[src/rtl/firc_pkg.sv]
// Shared constants for the FIR sample path.
// Also holds the range helper used by the FIFO's parameter checks.
package firc_pkg;

  localparam int unsigned SAMP_W      = 24;
  localparam int unsigned COEF_W      = 27;
  localparam int unsigned NTAPS       = 29;
  localparam int unsigned FIFO_AWIDTH = 3;

  // True when lo <= v <= hi; evaluated at elaboration for parameter checks.
  function automatic bit lvl_in_range(input int unsigned v,
                                      input int unsigned lo,
                                      input int unsigned hi);
    return (v >= lo) && (v <= hi);
  endfunction

endpackage

[src/rtl/cplx_fifo_ram.sv]
// Single-write, single-read storage for the I/Q FIFO.
// Reads are combinational (asynchronous). The storage array is not reset.
module cplx_fifo_ram #(
  parameter int unsigned WIDTH  = 48,
  parameter int unsigned AWIDTH = 3
) (
  input  logic              clk,
  input  logic              we,
  input  logic [AWIDTH-1:0] waddr,
  input  logic [WIDTH-1:0]  wdata,
  input  logic [AWIDTH-1:0] raddr,
  output logic [WIDTH-1:0]  rdata
);

  localparam int unsigned DEPTH = 1 << AWIDTH;

  logic [WIDTH-1:0] mem [DEPTH];

  always_ff @(posedge clk) begin
    if (we) begin
      mem[waddr] <= wdata;
    end
  end

  assign rdata = mem[raddr];

endmodule

[src/rtl/cplx_fifo.sv]
// Parametrised first-word-fall-through I/Q sample FIFO.
// It provides an occupancy count, programmable almost-full/almost-empty thresholds, and sticky error flags.
module cplx_fifo
  import firc_pkg::*;
#(
  parameter int unsigned DWIDTH     = SAMP_W,
  parameter int unsigned AWIDTH     = FIFO_AWIDTH,
  parameter int unsigned AFULL_LVL  = 6,
  parameter int unsigned AEMPTY_LVL = 1
) (
  input  logic              clk,
  input  logic              rst,
  input  logic              wr,
  input  logic [DWIDTH-1:0] write_data1,
  input  logic [DWIDTH-1:0] write_data2,
  input  logic              rd,
  output logic [DWIDTH-1:0] read_data1,
  output logic [DWIDTH-1:0] read_data2,
  output logic              empty,
  output logic              full,
  output logic              almost_full,
  output logic              almost_empty,
  output logic [AWIDTH:0]   count,
  output logic              overflow,
  output logic              underflow,
  input  logic              clr_err
);

  localparam int unsigned DEPTH = 1 << AWIDTH;
  localparam int unsigned CW    = AWIDTH + 1;

  if (AWIDTH < 1) begin : g_bad_awidth
    $error("cplx_fifo: AWIDTH must be at least 1");
  end
  if (!lvl_in_range(AFULL_LVL, 1, DEPTH)) begin : g_bad_afull
    $error("cplx_fifo: AFULL_LVL must lie in 1..DEPTH");
  end
  if (!lvl_in_range(AEMPTY_LVL, 0, DEPTH - 1)) begin : g_bad_aempty
    $error("cplx_fifo: AEMPTY_LVL must lie in 0..DEPTH-1");
  end

  logic [AWIDTH-1:0] wr_ptr;
  logic [AWIDTH-1:0] rd_ptr;
  logic              pop_ok;
  logic              push_ok;
  logic              ovf_set;
  logic              udf_set;
  logic [CW-1:0]     count_next;
  logic [2*DWIDTH-1:0] ram_rdata;

  // Accept decode: a pop frees a slot, so a full FIFO can take a push alongside it.
  always_comb begin
    pop_ok     = rd & ~empty;
    push_ok    = wr & (~full | pop_ok);
    ovf_set    = wr & full & ~pop_ok;
    udf_set    = rd & empty;
    count_next = count + CW'(push_ok) - CW'(pop_ok);
  end

  // Pointers advance only on accepted operations and wrap modulo DEPTH.
  always_ff @(posedge clk) begin
    if (rst) begin
      wr_ptr <= '0;
      rd_ptr <= '0;
    end else begin
      if (push_ok) begin
        wr_ptr <= wr_ptr + AWIDTH'(1);
      end
      if (pop_ok) begin
        rd_ptr <= rd_ptr + AWIDTH'(1);
      end
    end
  end

  // Status flags are decoded from the next count, so they are registered together with it.
  always_ff @(posedge clk) begin
    if (rst) begin
      count        <= '0;
      empty        <= 1'b1;
      full         <= 1'b0;
      almost_full  <= 1'b0;
      almost_empty <= 1'b1;
    end else begin
      count        <= count_next;
      empty        <= (count_next == '0);
      full         <= (count_next == CW'(DEPTH));
      almost_full  <= (count_next >= CW'(AFULL_LVL));
      almost_empty <= (count_next <= CW'(AEMPTY_LVL));
    end
  end

  // Sticky error flags; a new event wins over clr_err in the same cycle.
  always_ff @(posedge clk) begin
    if (rst) begin
      overflow  <= 1'b0;
      underflow <= 1'b0;
    end else begin
      overflow  <= ovf_set | (overflow & ~clr_err);
      underflow <= udf_set | (underflow & ~clr_err);
    end
  end

  cplx_fifo_ram #(
    .WIDTH  (2 * DWIDTH),
    .AWIDTH (AWIDTH)
  ) u_ram (
    .clk   (clk),
    .we    (push_ok),
    .waddr (wr_ptr),
    .wdata ({write_data2, write_data1}),
    .raddr (rd_ptr),
    .rdata (ram_rdata)
  );

  assign read_data1 = ram_rdata[DWIDTH-1:0];
  assign read_data2 = ram_rdata[2*DWIDTH-1:DWIDTH];

endmodule

[config.mk]
export PLATFORM = sky130hd
export DESIGN_NAME = cplx_fifo
export DESIGN_NICKNAME = d
export VERILOG_FILES = /design/src/rtl/firc_pkg.sv /design/src/rtl/cplx_fifo_ram.sv /design/src/rtl/cplx_fifo.sv
export SDC_FILE = /design/constraint.sdc
export NUM_CORES = 1
export LEC_CHECK = 0
export ABC_AREA = 1
export BUFFER_PORTS_ARGS = -buffer_cell sky130_fd_sc_hd__buf_4
export CAP_MARGIN = 20
export CELL_PAD_IN_SITES_DETAIL_PLACEMENT = 1
export CELL_PAD_IN_SITES_GLOBAL_PLACEMENT = 2
export CORE_MARGIN = 1.5
export CORE_UTILIZATION = 37
export DETAILED_ROUTE_END_ITERATION = 6
export GPL_TIMING_DRIVEN = 1
export PLACE_DENSITY_LB_ADDON = 0.2
export SLEW_MARGIN = 15
export SYNTH_ARGS = -nofsm -noshare
export SYNTH_HDL_FRONTEND = slang
export SYNTH_SLANG_ARGS = --single-unit
export TNS_END_PERCENT = 100
[constraint.sdc]
create_clock -name clk -period 3 [get_ports clk]
set_input_delay 0.15 -clock clk [delete_from_list [all_inputs] [get_ports clk]]
set_output_delay 0.15 -clock clk [all_outputs]
set_load 0.01 [all_outputs]
* Word-level counts from Yosys, hierarchy flattened
Memory sizes are Yosys's and may differ from the RTL's. A register that Yosys moved wholly into a read port is not among the register bits.
Index checks and enable logic that the tools add are counted.
Widths: inputs -> output; s select.
** Word-level totals
- Register bits :: 16
- RAM bits :: 384
- Bits of input ports :: 53
- Output and inout port bits :: 58
- Logic and storage cells :: 36
- Memories :: 1
** Operators by class
- Add/sub/neg operators :: 4
- Magnitude comparators :: 2
- Equal/unequal tests :: 1
- Multiplexer cells :: 4
- Bitwise logic cells :: 14
- Reduce and logical (&&, ||, !) cells :: 1
** Memories
- u_ram.mem :: depth 8, bits a word 48, read ports 1, clocked after memory_dff 1, write ports 1, line cplx_fifo_ram.sv:17 : logic [WIDTH-1:0] mem [DEPTH];
** Operator list (count)
- $and 1x1->1 :: 7
- $add 3x1->3 const B :: 2
- $mux 3 :: 2
- $add 4x1->4 :: 1
- $eq 4x4->1 const B :: 1
- $ge 4x3->1 const B :: 1
- $le 4x1->1 const B :: 1
- $logic_not 4->1 :: 1
- $not 1->1 :: 4
- $sub 4x1->4 :: 1
- $or 1x1->1 :: 3
- $mux 1 :: 2

* Depth between registers and ports, before layout
Gate-level depths: netlist (run 1).
- Depth after elaboration :: 7
- Mapped depth :: 13
- Mapped depth without buffers :: 13

* Hierarchy
A second synthesis (run 1) with hierarchy kept.
** Second synthesis, totals
- Cell total of the unflattened synthesis :: 1765
- Area total of the unflattened synthesis :: 17430.5 µm²
** By module, submodules not included
- cplx_fifo_ram :: times used 1, cells each 1677, area an instance 16709.8 µm², seq. area each 11531.1 µm²
- cplx_fifo :: times used 1, cells each 88, area an instance 720.7 µm², seq. area each 320.3 µm²

* Least setup slack after synthesis (run 1)
No wires, ideal clock.
- Kind :: reg2reg
- From :: register empty
- To :: memory u_ram.mem[0][0] (enable)
- Setup time :: 0.454 ns
- Arrival :: 2.882 ns
- Data required time :: 2.546 ns
- Path slack :: -0.335 ns
- Stages on the path, launching flop included :: 8
- Buffers on the path :: 0
- Clock period less this slack :: 3.335 ns
- Cell sequence :: dfxtp_1 > inv_1 > nand2_1 > nand2_1 > nand2_1 > inv_1 > nand2_1 > nor2_1
** Between the ends
- Longest elaborated chain between the ends :: 6
** RTL lines
- start: declaration :: line cplx_fifo.sv:19 : output logic empty,
- start signal: assignment :: line cplx_fifo.sv:85 : empty <= (count_next == '0);
- $not 1->1 :: line cplx_fifo.sv:53 : pop_ok = rd & ~empty;
- $and 1x1->1 :: line cplx_fifo.sv:53
- $or 1x1->1 :: line cplx_fifo.sv:54 : push_ok = wr & (~full | pop_ok);
- $and 1x1->1 :: line cplx_fifo.sv:54
- $mux 1 :: line cplx_fifo_ram.sv:20 : if (we) begin
- $mux 1 (implied by the code) :: line cplx_fifo_ram.sv:21 : mem[waddr] <= wdata;
- end: declaration :: line cplx_fifo_ram.sv:17
No other way between the ends.

==> results of run 1 <==
-- registers in the layout, indices dropped and copies added, names as in the netlist, named ones only --
signal,cells
rd_ptr,3
u_ram.mem,384
full,1
almost_full,1
wr_ptr,3
empty,1
almost_empty,1
count,4
underflow,1
overflow,1
-- power groups by stage --
stage | logic (W) | registers, W | clock network, W
2_1_floorplan | 0.00231 | 0.00680 | 0
3_3_place_gp | 0.00374 | 0.00684 | 0
3_5_place_dp | 0.00378 | 0.00685 | 0
4_1_cts | 0.00386 | 0.00674 | 0.00515
5_1_grt | 0.00427 | 0.00677 | 0.00535
6_report | 0.00374 | 0.00673 | 0.00499
-- cell usage in the layout (no fill, tap or decap), drive strengths merged, types with 5 or more instances in the layout --
cell         synthesis  routed
o21ai              290     290
buf                 34     134
a21oi                7       7
nand3                5       5
nor2               304     304
nand2              171     171
edfxtp             384     384
clkbuf              40      58
inv                 21      23
dlygate4sd3          0      53
clkinv               0      15
ha                   6       6
dfxtp               19      19
-- final cells by class --
cell class,count,area share (%)
Tap cell,539,3.50
Sequential cell,403,61.9
Timing Repair Buffer,187,9.09
Clock buffer,58,6.21
Inverter,21,0.436
Multi-Input combinational cell,789,18.1
Clock inverter,20,0.657
Antenna cell,2,0.0260
-- routing by layer --
layer / vias to the layer above / wire [µm] / share of wire, %
met5: - / 0 / 0
li1: 4841 / - / -
met1: 4980 / 17900 / 47
met2: 128 / 18600 / 49
met3: 45 / 1270 / 3.3
met4: 0 / 588 / 1.5
-- timing repair --
item | 4_1_cts | 5_1_grt
setup buffers | 0 | 0
hold buffers | 53 | 0
endpoints found under the hold margin | 397 | 0
-- logic make-up (layout without fill, tap and decap cells) --
family                     count (synthesis)  in the layout  share of synthesized area [%]
and+or+nand+nor                          480            480                           11.4
DFF                                      403            403                           75.3
AOI/OAI and AO/OA                        299            299                           9.49
buffers and inverters                     95            286                           3.04
adders and majority gates                  7              7                          0.601
xor gates and xnor gates                   3              3                          0.166
other                                      0              2                              0
-- worst reg2reg max path: cells and delay by family, from the launching register on --
kind / cells / cell delay (ns)
AO/OA/AOI/OAI: 1 / 0.16
XOR/XNOR: 1 / 0.22
adder cells (fa/ha/maj): 3 / 0.80
buffers and inverters: 3 / 0.16
flip-flops: 1 / 0.34
AND/OR/NAND/NOR: 4 / 0.50
-- path summary, 6_finish.rpt --
kind / start / cells past startpoint / slack (ns) / endpoint
worst min-delay path: write_data1[16] / 2 / 0.37 / u_ram.mem[4][16]
worst max register to register: empty / 12 / 0.75 / empty
worst min register to register: rd_ptr[2] / 2 / 0.48 / flip-flop
worst max-delay path: flip-flop / 8 / 0.41 / read_data1[20]
-- stage by stage --
step | area, µm² | utilization, %
6_report | 19200 | 45.8
5_1_grt | 19200 | 45.8
4_1_cts | 19200 | 45.8
3_5_place_dp | 17400 | 41.4
3_3_place_gp | 17400 | 41.4
2_1_floorplan | 15800 | -
==> impl_metrics.env, run 1 <==
export IMPL_dp_hpwl_mm=20.1
export IMPL_die_width_um=210
export IMPL_gr_usage_met2_pct=30.5
export IMPL_power_share_sequential_pct=43.5
export IMPL_whs_ns=0.374
export IMPL_grt_max_degree=193
export IMPL_gp_congestion=0.695
export IMPL_cts_resized_gates=0
export IMPL_irDropWorstVdd_uv=501
export IMPL_core_area_um2=42000
export IMPL_cpLargestDelayFamily="buffers and inverters"
export IMPL_synth_most_common_cell="edfxtp_1"
export IMPL_ff_latch_area_um2=11900
export IMPL_globalRouteOverflowTotal=0
export IMPL_first_global_vias=10500
export IMPL_clk_pin_slew_worst_paths_ns=0.06
export IMPL_clockPowerShare_pct=32.3
export IMPL_final_nets=1506
export IMPL_multiInputGateArea_um2=3490
export IMPL_required_ns=2.85
export IMPL_dp_cells=1886
export IMPL_fill_cells=4382
export IMPL_stdcell_count=2019
export IMPL_crit_path_end_kind="primary output"
export IMPL_finalSetupViolCount=0
export IMPL_die_area_um2=44000
export IMPL_start_util_pct=37.6
export IMPL_vias=9994
export IMPL_netlist_area_um2=15800
export IMPL_ant_nets=0
export IMPL_rsz0062_at_grt="no"
export IMPL_gr_usage_all_layers_pct=17.7
export IMPL_power_density_nw_per_um2=804
export IMPL_cts_sinks=403
export IMPL_async_flop_share_pct=0
export IMPL_wire_per_inst_um=19.0
export IMPL_ys_seq_area_share_pct=75.3
export IMPL_h_tree_depth=2
export IMPL_syn2layout_area_growth_pct=21.6
export IMPL_yosys_top_cells_area="edfxtp_1 73%, nor2_1 7.2%, o21ai_1 4.8%"
export IMPL_synth_seq_cells=403
export IMPL_synth_top_cell_area_share_pct=72.9
export IMPL_grtUsageMet3_pct=2.95
export IMPL_finalCritPeriodShare_pct=86.4
export IMPL_skew_ns=0.0166
export IMPL_totalPowerFinal_w=0.0155
export IMPL_syn_nets=1347
export IMPL_status="finished clean"
export IMPL_cts_buffers=44
export IMPL_swShare_pct=29.9
export IMPL_finalHoldViolCount=0
export IMPL_ios=111
export IMPL_worstPathCellList="buf_12 > nor2_1 > nor2_1 > o21ai_0 > o21ai_1 > nand2_1 > nand2_1 > buf_4"
export IMPL_path_buf_inv=2
export IMPL_switchingPower_w=0.00462
export IMPL_ys_flop_type="edfxtp_1"
export IMPL_min_path_type="in -> reg"
export IMPL_yosys_area_top_type="edfxtp_1"
export IMPL_cpMaxStageDelayCell="buf_12"
export IMPL_clock_latency_ns=0.55
export IMPL_cp_arrival_ns=2.44
export IMPL_drc=0
export IMPL_top_usage_layer="met2"
export IMPL_fin_tns_setup_ns=0
export IMPL_internal_power_w=0.0108
export IMPL_max_freq_mhz=386
export IMPL_fp_dieH_um=210
export IMPL_timing_final_ws_setup_ns=0.407
export IMPL_pre_cts_ws_ns=0.718
export IMPL_worst_setup_path_start_kind="flip-flop"
export IMPL_cellLeakagePower_nw=6.81
export IMPL_met1_usage_pct=23.4
export IMPL_firstDrtPassIters=4
export IMPL_drt_initial_drc_count=465
export IMPL_portBuffers=110
export IMPL_slew_headroom_pct=39.5
export IMPL_synth_warnings=0
export IMPL_cp_slowest_stage_delay_ns=0.59
export IMPL_ys_types=19
export IMPL_routed_wl_mm=38.4
export IMPL_num_rows=75
export IMPL_drive_above_1_share_pct=13.9
export IMPL_synth_edf_count=384
export IMPL_drv_slew=0
export IMPL_grt_pass1_wl_mm=59.8
export IMPL_synth_cells=1287
export IMPL_via_per_inst=4.95
export IMPL_cp_max_fo=192
export IMPL_synthTopCellsByCount="384 x edfxtp_1, 304 x nor2_1, 171 x nand2_1"
export IMPL_worst_slew_pin_slew_ns=0.907
export IMPL_comb_power_share_pct=24.2
export IMPL_post_route_min_period_ns=2.59
export IMPL_path_class="reg -> out"
export IMPL_maxCapViolations=0
export IMPL_clk_path_buf_depth=3
export IMPL_cts_root_buffer="clkbuf_16"
export IMPL_cts_tree="done"
export IMPL_antenna_found_initial=2
export IMPL_avgSynthCellArea_um2=12.3
No activity file was read; power rests on OpenSTA's default activity.
==> inputs of run 2 (changes only) <==
Settings changed: CORE_ASPECT_RATIO set to 0.9, HOLD_SLACK_MARGIN set to 0.02.
==> run 2 against run 1 <==
Net effect: the run now ends with design-rule violations left; count of clock-buffer cells in the layout decreased by 1; critical endpoint is now read_data2[20]; routed wire length increased by 1.8%; global-route usage increased by 0.28 points; final area decreased by 0.10%; via count increased by 0.61%; highest routed layer is now met5.
==> impl_metrics.env, run 2 (synthesized netlist as in run 1, its figures left out) <==
export IMPL_ff_latch_area_um2=11900
export IMPL_slew_headroom_pct=47.5
export IMPL_drc=8
export IMPL_cpLargestDelayFamily="buffers and inverters"
export IMPL_cpMaxStageDelayCell="dfxtp_4"
export IMPL_portBuffers=110
export IMPL_top_regs="u_ram.mem (384), count (4)"
export IMPL_totalPowerFinal_w=0.0156
export IMPL_swShare_pct=30.1
export IMPL_timing_final_ws_setup_ns=0.398
export IMPL_final_cell_mix="384 x edfxtp_1, 296 x nor2_1, 171 x nand2_1"
export IMPL_via_per_inst=4.95
export IMPL_die_area_um2=44000
export IMPL_clk_path_buf_depth=3
export IMPL_pre_cts_ws_ns=0.648
export IMPL_antenna_found_initial=3
export IMPL_cts_buffers=45
export IMPL_max_freq_mhz=384
export IMPL_dp_hpwl_mm=20.5
export IMPL_maxCapViolations=0
export IMPL_first_global_vias=10400
export IMPL_ff2ff_setup_slack_ns=0.67
export IMPL_clockPowerShare_pct=32.8
export IMPL_fp_dieH_um=199
export IMPL_grt_max_degree=129
export IMPL_gp_congestion=0.682
export IMPL_start_util_pct=37.7
export IMPL_worst_setup_path_start_kind="flip-flop"
export IMPL_clk_pin_slew_worst_paths_ns=0.06
export IMPL_comb_power_share_pct=24.1
export IMPL_cts_tree="done"
export IMPL_drv_slew=0
export IMPL_vias=10100
export IMPL_fin_tns_setup_ns=0
export IMPL_irDropWorstVdd_uv=470
export IMPL_wire_per_inst_um=19.2
export IMPL_clock_latency_ns=0.57
export IMPL_final_util_pct=45.8
export IMPL_cp_max_fo=121
export IMPL_cp_slowest_stage_delay_ns=0.56
export IMPL_cts_hold_buf=53
export IMPL_grt_pass1_wl_mm=60.5
export IMPL_placed_cell_area_um2=17300
export IMPL_rsz0062_at_grt="no"
export IMPL_h_tree_depth=2
export IMPL_routed_wl_mm=39.1
export IMPL_crit_path_end_kind="primary output"
export IMPL_switchingPower_w=0.00469
export IMPL_gr_usage_all_layers_pct=18.0
export IMPL_final_area_um2=19200
export IMPL_worst_slew_pin_slew_ns=0.787
export IMPL_min_path_type="in -> reg"
export IMPL_ios=111
export IMPL_violations="design-rule violations"
export IMPL_cts_root_buffer="clkbuf_16"
export IMPL_power_density_nw_per_um2=809
export IMPL_finalSetupViolCount=0
export IMPL_firstDrtPassIters=7
export IMPL_postCtsSetupRepairBufs=0
export IMPL_required_ns=2.85
export IMPL_globalRouteOverflowTotal=0
export IMPL_cellLeakagePower_nw=6.82
export IMPL_ant_nets=0
export IMPL_final_nets=1507
export IMPL_mostFrequentLayoutCell="edfxtp_1"
export IMPL_fill_cells=4366
export IMPL_drt_initial_drc_count=562
export IMPL_syn2layout_area_growth_pct=21.5
export IMPL_largest_reg_flops=384
export IMPL_worstPathCellList="buf_12 > nor2_1 > nor2_1 > o21ai_1 > o21ai_1 > nand2_1 > nand2_1 > buf_4"
export IMPL_cts_resized_gates=0
export IMPL_path_class="reg -> out"
export IMPL_status="finished with violations"
export IMPL_power_share_sequential_pct=43.1
export IMPL_multiInputGateArea_um2=3490
export IMPL_finalCritPeriodShare_pct=86.7
export IMPL_num_rows=71
export IMPL_skew_ns=0.0139
export IMPL_top_register="u_ram.mem"
export IMPL_die_width_um=221
export IMPL_post_route_min_period_ns=2.60
export IMPL_path_buf_inv=2
export IMPL_internal_power_w=0.0109
export IMPL_cts_sinks=403
export IMPL_cp_arrival_ns=2.45
export IMPL_drive_above_1_share_pct=13.8
export IMPL_finalHoldViolCount=0
export IMPL_core_area_um2=42000
## run 2: cell types whose count changed in the layout (fill, tap and decap cells not counted)
cell and delta:
buf_12 -4, buf_4 +4, clkbuf_8 -2, clkinv_1 +2, clkinv_2 +2, clkinvlp_4 -2
bufinv_16 +1, clkbuf_1 +1, inv_8 +1
## run 2: per-stage QoR
stage | hold slack (ns) | std cells
floorplan | 0.234 | 1287
global placement | 0.385 | 1894
detailed placement | 0.391 | 1894
CTS | 0.0390 | 2028
global route | 0.0850 | 2029
finish | 0.0593 | 2030
## run 2: final timing paths
check	end	cells after the start	from
max	read_data2[20]	8	flip-flop
min	flip-flop	4	rd
max reg2reg	empty	12	empty
min reg2reg	flip-flop	2	rd_ptr[2]
## run 2: per-layer routing
layer  global-route usage (%)  share of wire, %
met2                     30.3                48
met3                     2.90               3.5
met1                     24.1                47
met5                        0             0.018
met4                     5.75               2.0
## run 2: area by class of cell
type,count,share of cell area (%)
tap,547,3.56
multi-input combinational,789,18.2
timing repair buffer,187,8.84
inverter,21,0.436
clock inverter,24,0.885
sequential,403,62.0
clock buffer,57,6.09
antenna,2,0.0260
## run 2: power by group through the flow
stage / Sequential, W / Clock (W) / Combinational [W]
2_1_floorplan: 0.00680 / 0 / 0.00231
6_report: 0.00671 / 0.00510 / 0.00375
4_1_cts: 0.00671 / 0.00525 / 0.00384
3_5_place_dp: 0.00683 / 0 / 0.00376
5_1_grt: 0.00674 / 0.00544 / 0.00424
3_3_place_gp: 0.00682 / 0 / 0.00371
## run 2: worst reg2reg max path, stage by stage, from the launching register on
cell and delay, ns:
dfxtp_1 0.36, inv_1 0.05, nand2_1 0.14, nand2_1 0.07, nand2_1 0.19, ha_1 0.27, inv_1 0.06, ha_1 0.15
inv_1 0.06, fa_1 0.39, xor2_1 0.23, nand3_1 0.13, o21bai_1 0.17
==> inputs of run 3 (changes only) <==
Settings changed: CORE_UTILIZATION 37 to 45.
Clock period 3 ns to 3.3 ns, I/O delays scaled along.
==> run 3 against run 2 <==
Net effect: the run now ends clean; critical path depth unchanged; sequential cell count unchanged; non-clock buffer count decreased by 5; final area decreased by 1.2%; routed wire length decreased by 3.9%; highest routed layer is now met4.
==> impl_metrics.env, run 3 (synthesized netlist as in run 1, its figures left out) <==
export IMPL_path_class="reg -> out"
export IMPL_first_global_vias=10800
export IMPL_finalCritPeriodShare_pct=84.8
export IMPL_finalHoldViolCount=0
export IMPL_top_register="u_ram.mem"
export IMPL_r2r_start="empty"
export IMPL_vias=10200
export IMPL_path_buf_inv=2
export IMPL_die_width_um=201
export IMPL_drc=0
export IMPL_start_util_pct=46.2
export IMPL_wire_per_inst_um=19.4
export IMPL_firstDrtPassIters=5
export IMPL_grt_pass1_wl_mm=59.3
export IMPL_n_antenna_cell=0
export IMPL_largest_reg_flops=384
export IMPL_ant_nets=0
export IMPL_via_per_inst=5.26
export IMPL_top_regs="u_ram.mem (384), count (4)"
export IMPL_worst_hold_path_endpoint="overflow"
export IMPL_routed_wl_mm=37.5
export IMPL_cp_slowest_stage_delay_ns=0.63
export IMPL_globalRouteOverflowTotal=0
export IMPL_final_area_um2=19000
export IMPL_required_ns=3.13
export IMPL_dp_hpwl_mm=19.9
export IMPL_drv_slew=0
export IMPL_met1_usage_pct=28.1
export IMPL_syn2layout_area_growth_pct=20.0
export IMPL_cts_resized_gates=0
export IMPL_slew_headroom_pct=48.2
export IMPL_worst_setup_path_start_kind="flip-flop"
export IMPL_finalSetupViolCount=0
export IMPL_status="finished clean"
export IMPL_clk_path_buf_depth=3
export IMPL_portBuffers=110
export IMPL_irDropWorstVdd_uv=396
export IMPL_cts_tree="done"
export IMPL_mostFrequentLayoutCell="edfxtp_1"
export IMPL_num_rows=64
export IMPL_drive_above_1_share_pct=13.6
export IMPL_timing_final_ws_setup_ns=0.502
export IMPL_cts_buffers=43
export IMPL_worst_slew_pin_slew_ns=0.777
export IMPL_power_density_nw_per_um2=735
export IMPL_fp_dieH_um=181
export IMPL_cp_max_fo=53
export IMPL_rsz0062_at_grt="no"
export IMPL_cellLeakagePower_nw=6.76
export IMPL_postCtsSetupRepairBufs=0
export IMPL_cts_sinks=403
export IMPL_grtUsageMet3_pct=2.83
export IMPL_antenna_found_initial=0
export IMPL_totalPowerFinal_w=0.0140
export IMPL_cts_root_buffer="clkbuf_16"
export IMPL_skew_ns=0.0132
export IMPL_regToRegEndpoint="empty"
export IMPL_ios=111
export IMPL_min_from="rd"
export IMPL_placed_cell_area_um2=17200
export IMPL_worstPathCellList="buf_4 > nor2_1 > nor2_1 > o21ai_0 > o21ai_0 > nand2_1 > nand2_1 > buf_4"
export IMPL_ff2ff_setup_slack_ns=1.00
export IMPL_gp_congestion=0.695
export IMPL_path_depth=8
export IMPL_clock_latency_ns=0.54
export IMPL_gr_usage_met2_pct=36.0
export IMPL_gr_usage_all_layers_pct=20.9
export IMPL_core_area_um2=34300
export IMPL_reg2reg_depth=12
export IMPL_min_path_type="in -> reg"
export IMPL_grt_max_degree=143
export IMPL_post_route_min_period_ns=2.80
export IMPL_crit_path_end_kind="primary output"
export IMPL_maxCapViolations=0
export IMPL_final_cell_mix="384 x edfxtp_1, 296 x nor2_1, 171 x nand2_1"
export IMPL_whs_path_depth=4
export IMPL_drt_initial_drc_count=545
export IMPL_pre_cts_ws_ns=1.01
export IMPL_cpMaxStageDelayCell="dfxtp_4"
export IMPL_max_freq_mhz=357
export IMPL_final_nets=1500
export IMPL_clk_pin_slew_worst_paths_ns=0.06
export IMPL_h_tree_depth=2
export IMPL_die_area_um2=36300
export IMPL_cp_arrival_ns=2.63
export IMPL_cts_hold_buf=52
export IMPL_top_usage_layer="met2"
export IMPL_cpLargestDelayFamily="buffers and inverters"
run 3: tightest hold or removal path, cell delays in order:
cell     delay [ns]
buf_4          0.09
nand2_1        0.11
nand3_1        0.11
a21oi_1        0.06
run 3: metrics by stage:
step	utilization, %	hold slack [ns]	std cells	setup TNS (ns)
2_1_floorplan	-	0.249	1287	-11.54
4_1_cts	55.4	0.0375	1935	0
5_1_grt	55.4	0.105	1935	0
3_5_place_dp	50.1	0.401	1805	0
3_3_place_gp	50.1	0.400	1805	0
6_report	55.4	0.0569	1935	0
run 3: how the worst max path moves through the flow:
| stage | slack (ns) | end | start |
|---|---|---|---|
| after floorplan | -0.04 | u_ram.mem[0][0] | empty |
| after global placement | 1.07 | empty | empty |
| after detailed placement | 1.01 | empty | empty |
| after CTS | 0.47 | read_data1[13] | flip-flop |
| after global routing | 0.34 | read_data1[13] | flip-flop |
| final | 0.50 | read_data1[13] | flip-flop |
run 3: area by class of cell:
cell class | count | area, µm²
fill | 3573 | 15300
sequential | 403 | 11900
multi-input combinational | 789 | 3490
timing repair buffer | 182 | 1620
clock buffer | 61 | 1230
tap | 462 | 578
inverter | 21 | 83.8
clock inverter | 17 | 75.1
run 3: power breakdown:
| part | internal, W | total [W] | switching (W) |
|---|---|---|---|
| registers | 0.00596 | 0.00611 | 0.000146 |
| logic | 0.00125 | 0.00340 | 0.00216 |
| clock network | 0.00258 | 0.00445 | 0.00187 |
run 3: metal layers:
| layer | share of wire, % | wire, µm |
|---|---|---|
| met4 | 1.8 | 659 |
| met2 | 49 | 18400 |
| met3 | 3.5 | 1300 |
| met1 | 46 | 17100 |
| met5 | 0 | 0 |
